--- src/rtl/dispatch_ctrl.sv ---
// Instruction dispatch controller: a small FIFO between fetch and the decoder that
// issues one decoded instruction per cycle to either the reservation station or the LSB.
module dispatch_ctrl #(
    parameter int QDEPTH       = 4,
    parameter int OPENUM_W     = 6,
    parameter int OPENUM_NOP   = 0,
    parameter int OPENUM_LS_LO = 11,
    parameter int OPENUM_LS_HI = 18
) (
    input  logic                clk,
    input  logic                rst_n,
    input  logic                rdy,
    input  logic                flush,
    input  logic                if_valid,
    input  logic [31:0]         if_inst,
    input  logic [31:0]         if_pc,
    output logic                if_ready,
    output logic                dec_ena,
    output logic [31:0]         dec_inst,
    input  logic [OPENUM_W-1:0] dec_openum,
    input  logic [4:0]          dec_rd,
    input  logic [4:0]          dec_rs1,
    input  logic [4:0]          dec_rs2,
    input  logic [31:0]         dec_imm,
    input  logic                rob_full,
    input  logic                rs_full,
    input  logic                lsb_full,
    output logic                disp_valid,
    output logic                disp_to_lsb,
    output logic [OPENUM_W-1:0] disp_openum,
    output logic [4:0]          disp_rd,
    output logic [4:0]          disp_rs1,
    output logic [4:0]          disp_rs2,
    output logic [31:0]         disp_imm,
    output logic [31:0]         disp_pc,
    output logic                stall
);

    localparam int PTR_W = $clog2(QDEPTH);
    localparam logic [PTR_W:0]      FULL_CNT = (PTR_W + 1)'(QDEPTH);
    localparam logic [OPENUM_W-1:0] NOP_CODE = OPENUM_W'(OPENUM_NOP);
    localparam logic [OPENUM_W-1:0] LS_LO    = OPENUM_W'(OPENUM_LS_LO);
    localparam logic [OPENUM_W-1:0] LS_HI    = OPENUM_W'(OPENUM_LS_HI);

    localparam logic [0:0] ST_RUN   = 1'b0;
    localparam logic [0:0] ST_STALL = 1'b1;

    logic [31:0]      q_inst [QDEPTH];
    logic [31:0]      q_pc   [QDEPTH];
    logic [PTR_W-1:0] head_reg;
    logic [PTR_W-1:0] tail_reg;
    logic [PTR_W:0]   count_reg;
    logic [PTR_W:0]   count_next;
    logic [0:0]       state_reg;
    logic [0:0]       state_next;

    logic head_valid;
    logic head_nop;
    logic head_ls;
    logic head_blocked;
    logic active;
    logic do_push;
    logic do_disp;
    logic do_drop;
    logic do_pop;

    assign if_ready = (count_reg < FULL_CNT);
    assign dec_ena  = head_valid;
    assign dec_inst = q_inst[head_reg];
    assign stall    = (state_reg == ST_STALL);

    // Head classification comes straight from the external decoder looking at dec_inst.
    assign head_valid   = (count_reg != '0);
    assign head_nop     = (dec_openum == NOP_CODE);
    assign head_ls      = (dec_openum >= LS_LO) && (dec_openum <= LS_HI);
    assign head_blocked = rob_full | (head_ls ? lsb_full : rs_full);

    assign active  = rdy & ~flush;
    assign do_push = active & if_valid & if_ready;
    assign do_disp = active & head_valid & ~head_nop & ~head_blocked;
    assign do_drop = active & head_valid & head_nop;
    assign do_pop  = do_disp | do_drop;

    always_comb begin
        count_next = count_reg;
        case ({do_push, do_pop})
            2'b10:   count_next = count_reg + 1'b1;
            2'b01:   count_next = count_reg - 1'b1;
            default: count_next = count_reg;
        endcase
    end

    always_comb begin
        state_next = state_reg;
        if (do_disp) begin
            state_next = ST_RUN;
        end else if (active && head_valid && !head_nop && head_blocked) begin
            state_next = ST_STALL;
        end
    end

    // Queue storage carries no reset; validity is tracked by count/head/tail alone.
    always_ff @(posedge clk) begin
        if (do_push) begin
            q_inst[tail_reg] <= if_inst;
            q_pc[tail_reg]   <= if_pc;
        end
    end

    always_ff @(posedge clk or negedge rst_n) begin
        if (!rst_n) begin
            head_reg    <= '0;
            tail_reg    <= '0;
            count_reg   <= '0;
            state_reg   <= ST_RUN;
            disp_valid  <= 1'b0;
            disp_to_lsb <= 1'b0;
            disp_openum <= NOP_CODE;
            disp_rd     <= '0;
            disp_rs1    <= '0;
            disp_rs2    <= '0;
            disp_imm    <= '0;
            disp_pc     <= '0;
        end else if (rdy) begin
            if (flush) begin
                head_reg   <= '0;
                tail_reg   <= '0;
                count_reg  <= '0;
                state_reg  <= ST_RUN;
                disp_valid <= 1'b0;
            end else begin
                if (do_pop) begin
                    head_reg <= head_reg + 1'b1;
                end
                if (do_push) begin
                    tail_reg <= tail_reg + 1'b1;
                end
                count_reg  <= count_next;
                state_reg  <= state_next;
                disp_valid <= do_disp;
                if (do_disp) begin
                    disp_to_lsb <= head_ls;
                    disp_openum <= dec_openum;
                    disp_rd     <= dec_rd;
                    disp_rs1    <= dec_rs1;
                    disp_rs2    <= dec_rs2;
                    disp_imm    <= dec_imm;
                    disp_pc     <= q_pc[head_reg];
                end
            end
        end
    end

endmodule

--- config.mk ---
export PLATFORM = sky130hd
export DESIGN_NAME = dispatch_ctrl
export DESIGN_NICKNAME = d
export VERILOG_FILES = /design/src/rtl/dispatch_ctrl.sv
export SDC_FILE = /design/constraint.sdc
export NUM_CORES = 1
export LEC_CHECK = 0
export BUFFER_PORTS_ARGS = -buffer_cell sky130_fd_sc_hd__buf_4
export CORE_MARGIN = 2
export CORE_UTILIZATION = 38
export CTS_CLUSTER_SIZE = 14
export DETAILED_ROUTE_END_ITERATION = 7
export GPL_TIMING_DRIVEN = 0
export SYNTH_ARGS = -nofsm -noshare
export SYNTH_HDL_FRONTEND = slang
export SYNTH_SLANG_ARGS = --single-unit
--- constraint.sdc ---
create_clock -name clk -period 3.9 [get_ports clk]
set_input_delay 0.195 -clock clk [delete_from_list [all_inputs] [get_ports clk]]
set_output_delay 0.195 -clock clk [all_outputs]
set_load 0.01 [all_outputs]
=== Word level (Yosys, flattened, before mapping) ===
Memory sizes are Yosys's and may differ from the RTL's. A register that Yosys moved wholly into a read port is not among the register bits.
Cells that the tools add are included.

* Register bits: 63
* Memories kept: 2
* Output and inout bits: 122
* Memory bits (writable): 256
* Bits of input ports: 125

{| class="wikitable"
|+ Memories
! memory !! words !! bits a word !! rd ports !! clocked after Yosys merged registers in !! wr ports !! line !! text
|-
| q_inst || 4 || 32 || 1 || 0 || 1 || 48 || <nowiki>logic [31:0] q_inst [QDEPTH];</nowiki>
|-
| q_pc || 4 || 32 || 1 || 1 || 1 || 49 || <nowiki>logic [31:0] q_pc [QDEPTH];</nowiki>
|}

* Bitwise operators: 12
* Reductions and logical operators: 17
* Equal/unequal tests: 2
* Order comparisons: 3
* Muxes and demuxes: 13
* Add/sub/neg operators: 4

{| class="wikitable"
|+ Operators by type and width
! cell !! number
|-
| $reduce_bool 3->1 || 3
|-
| $mux 2 || 4
|-
| $reduce_and 2->1 || 4
|-
| $and 1x1->1 || 7
|-
| $mux 1 || 7
|-
| $ge 6x4->1 const B || 1
|-
| $le 6x5->1 const B || 1
|-
| $logic_not 6->1 || 1
|-
| $pmux 3 s2 || 1
|-
| $add 2x1->2 const B || 2
|-
| $logic_and 1x1->1 || 4
|-
| $reduce_bool 2->1 || 2
|-
| $add 3x1->3 const B || 1
|-
| $lt 3x3->1 const B || 1
|-
| $mux 3 || 1
|-
| $not 1->1 || 3
|-
| $reduce_and 3->1 || 1
|-
| $sub 3x1->3 const B || 1
|-
| $eq 2x1->1 const B || 1
|-
| $eq 2x2->1 const B || 1
|-
| $logic_not 1->1 || 2
|-
| $or 1x1->1 || 2
|}

=== Depth between registers and ports, before layout ===
* Depth after elaboration: 10
* Depth in mapped cells: 9
* Depth with buffers taken out: 9

=== Worst setup path after synthesis ===
No wires, ideal clock.

* Kind: flip-flop to flip-flop
* Start: register count_reg[2]
* End: memory q_inst[0][0], enable pin
* Stages on the path, launching flop included: 6
* Path slack: 0.937 ns
* Required time: 3.471 ns
* Library setup time: 0.429 ns
* Period minus slack after synthesis: 2.963 ns
* Arrival time: 2.534 ns
* Cell sequence: dfrtp_1 > inv_1 > nand2_1 > nor2_1 > clkbuf_1 > and2_1

* Longest elaborated chain between the ends: 4

{| class="wikitable"
|+ Ends and longest elaborated chain
! item !! line !! text
|-
| start, declared || 52 || <nowiki>logic [PTR_W:0] count_reg;</nowiki>
|-
| start signal, assigned || 138 || <nowiki>count_reg <= count_next;</nowiki>
|-
| $lt 3x3->1 || 67 || <nowiki>assign if_ready = (count_reg < FULL_CNT);</nowiki>
|-
| named net if_ready || 17 || <nowiki>output logic if_ready,</nowiki>
|-
| $and 1x1->1 || 79 || <nowiki>assign do_push = active & if_valid & if_ready;</nowiki>
|-
| $mux 1 || 104 || <nowiki>if (do_push) begin</nowiki>
|-
| $mux 1 (implied by the code) || 105 || <nowiki>q_inst[tail_reg] <= if_inst;</nowiki>
|-
| end, declared || 48 ||
|}

The timed path passes the listed nets, and every way through them passes these cells.

=== Worst setup path after layout ===
* Start: register head_reg[0]
* End: output dec_inst[7]

* Longest elaborated chain between the ends: 1

{| class="wikitable"
|+ Ends and longest elaborated chain
! item !! line !! text
|-
| start, declared || 50 || <nowiki>logic [PTR_W-1:0] head_reg;</nowiki>
|-
| start signal, assigned || 133 || <nowiki>head_reg <= head_reg + 1'b1;</nowiki>
|-
| $mem_v2 4x32 || -- ||
|-
| end, declared || 19 || <nowiki>output logic [31:0] dec_inst,</nowiki>
|}

Every way passes these cells.

==> flow_summary.json <==
{
  "tightest_slew_ps": 975,
  "worstPathMaxFanout": 10,
  "synth_flop_cell": "edfxtp_1",
  "via_per_inst": 4.78,
  "antenna_found_initial": 1,
  "reg_top3": "q_inst: 128 flops, q_pc: 128 flops",
  "grt_pass1_wl_um": 43500,
  "power_uw": 11100,
  "synth-xor-area-share_pct": 0.0667,
  "tritoncts": "built",
  "cts_setup_buffers": 0,
  "hold_path_class": "in2reg",
  "syn_avg_cell_area_um2": 21.8,
  "track_usage_pct": 15.8,
  "fin_crit_ps": 3140,
  "synth_edf_count": 256,
  "async_flop_share_pct": 27.1,
  "coreArea_um2": 34300,
  "yosys.area_share.adder_pct": 0.477,
  "area_growth_syn_to_layout_pct": 38.5,
  "pin_count": 247,
  "initial_core_util_pct": 38.3,
  "die_h_um": 190,
  "worst_path_largest_cell_delay_ps": 620,
  "cp-end-kind": "primary output",
  "post_cts_resized": 0,
  "grt_max_degree": 96,
  "cp.buffers_inverters": 4,
  "power_density_nw_per_um2": 613,
  "synth_cells": 602,
  "routed_wirelength_um": 28400,
  "syn_nets": 732,
  "synthMuxAreaShare_pct": 18.9,
  "drt_iter0_drc": 251,
  "port-buffer-count": 245,
  "root_buffer": "clkbuf_16",
  "start_kind": "flop",
  "dp_hpwl_um": 16900,
  "layout-drive-gt1-share_pct": 45.9,
  "overflow": 0,
  "synth-seq-area-share_pct": 76.7,
  "critPathArrivalTime_ps": 2950,
  "yosys-top-cells-area": "edfxtp_1, dfrtp_1, mux4_2",
  "skew_ps": 20.8,
  "status": "finished, final reports clean",
  "synth_top_area_share_pct": 58.6,
  "cts.hold.buffers_added": 119,
  "cts.sinks": 351,
  "hold_violations": 0,
  "yosysTopAreaCell": "edfxtp_1",
  "setup_viol": 0,
  "required_ps": 3700,
  "critPathTopFamily": "buffers and inverters",
  "cts_buffers": 39,
  "path_clk_slew_ps": 60,
  "crit_type": "reg2out",
  "dr.pass1.iters": 4,
  "p_leak_uw": 0.00694,
  "yosysMostFrequentCell": "edfxtp_1",
  "place_congestion": 0.735,
  "rsz0062_at_grt": "false",
  "wl_per_cell_um": 18.9,
  "synth_cell_types": 37,
  "drc_errors": 0,
  "die_width_um": 190,
  "cts-htree-levels": 2,
  "synth-seq-cells": 351,
  "period_share_pct": 80.5,
  "clk_path_buf_depth": 3,
  "path_cells": "clkbuf_1, buf_2, buf_1, mux4_2, buf_4",
  "insertion_delay_ps": 540,
  "crit_slowest_cell": "mux4_2",
  "synthSimpleGateAreaFrac_pct": 1.35,
  "synth_top_family_by_area": "multiplexers",
  "ys_warn_count": 0,
  "synth_common_cells": "edfxtp_1, dfrtp_1, mux2_2",
  "nNetsFinal": 1142,
  "fill_cells": 2725,
  "relSlewSlack_pct": 35.0,
  "dp_worst_setup_slack_ps": 1170,
  "grt_pass1_vias": 7689,
  "ant_nets": 0,
  "syn_area_um2": 13100,
  "row_count": 68,
  "ir_drop_mv": 0.422,
  "fmax_ghz": 0.318,
  "slew_violations": 0,
  "synth_compound_area_share_pct": 1.23,
  "fin_ws_ps": 759,
  "vias": 7160,
  "dieArea_um2": 36000,
  "maxCapViolCount": 0
}
-- kinds of logic (layout without fill, tap and decap cells) --
logic type	count (synthesis)	count (layout)
fa+ha+maj	5	5
compound gates	25	25
mux	151	151
simple gates	34	34
other cells	0	1
xor+xnor	1	1
flops	351	351
buf+inv	35	476
-- path summary, 6_finish.rpt --
path                                         startpoint                 endpoint  slack [ps]  depth (start not counted)
worst max-delay path            head_reg[0]$_DFFE_PN0P_              dec_inst[7]         760                          5
worst min-delay path                              flush  tail_reg[0]$_DFFE_PN0P_          50                          2
worst max register to register  head_reg[0]$_DFFE_PN0P_  disp_pc[31]$_DFFE_PN0P_        1460                          4
worst min register to register  disp_to_lsb$_DFFE_PN0P_  disp_to_lsb$_DFFE_PN0P_         500                          2
max in group asynchronous                         rst_n  disp_pc[16]$_DFFE_PN0P_        3110                          3
min in group asynchronous                         rst_n  disp_pc[29]$_DFFE_PN0P_         100                          2
-- power breakdown --
| group | total [µW] | internal (µW) | switching [µW] |
|---|---|---|---|
| combinational | 2570 | 1490 | 1080 |
| sequential | 4880 | 4600 | 276 |
| clock | 3700 | 2230 | 1470 |
-- layer usage --
layer / vias up / global-route usage (%) / share of wire (%)
li1: 3254 / - / -
met1: 3633 / 19.7 / 42
met2: 223 / 26.8 / 49
met3: 50 / 4.72 / 7.2
met4: 0 / 4.71 / 2.1
met5: - / 0 / 0
-- layout make-up --
type	count	area, µm²	share of cell area, %
antenna	1	2.50	0.0138
buffer	28	140	0.771
clock buffer	49	1070	5.91
clock inverter	23	230	1.27
inverter	7	26.3	0.145
multi-input combinational	216	2900	16.0
sequential	351	10100	55.4
tap	455	569	3.13
timing repair buffer	369	3170	17.4
-- through the flow --
step / TNS [ps] / cells / cell area, µm² / util [%] / hold WS (ps)
finish: 0 / 1499 / 18200 / 53.0 / 52.7
global route: 0 / 1498 / 18200 / 53.0 / 64.8
CTS: 0 / 1497 / 18100 / 52.9 / 27.1
detailed placement: 0 / 1306 / 15700 / 45.7 / 399
global placement: -179610 / 1302 / 15500 / 45.3 / 396
floorplan: 0 / 602 / 13100 / - / -101
-- placed cells by master, fill, tap and decap left out, types with 10 or more instances in the layout --
master,n
mux4_2,64
buf_4,244
buf_2,10
mux2_4,17
nand2_1,10
edfxtp_1,256
clkbuf_16,40
clkbuf_1,18
dfrtp_1,95
mux2_2,68
dlygate4sd3_1,119
Power figures use the tool's default switching activity.
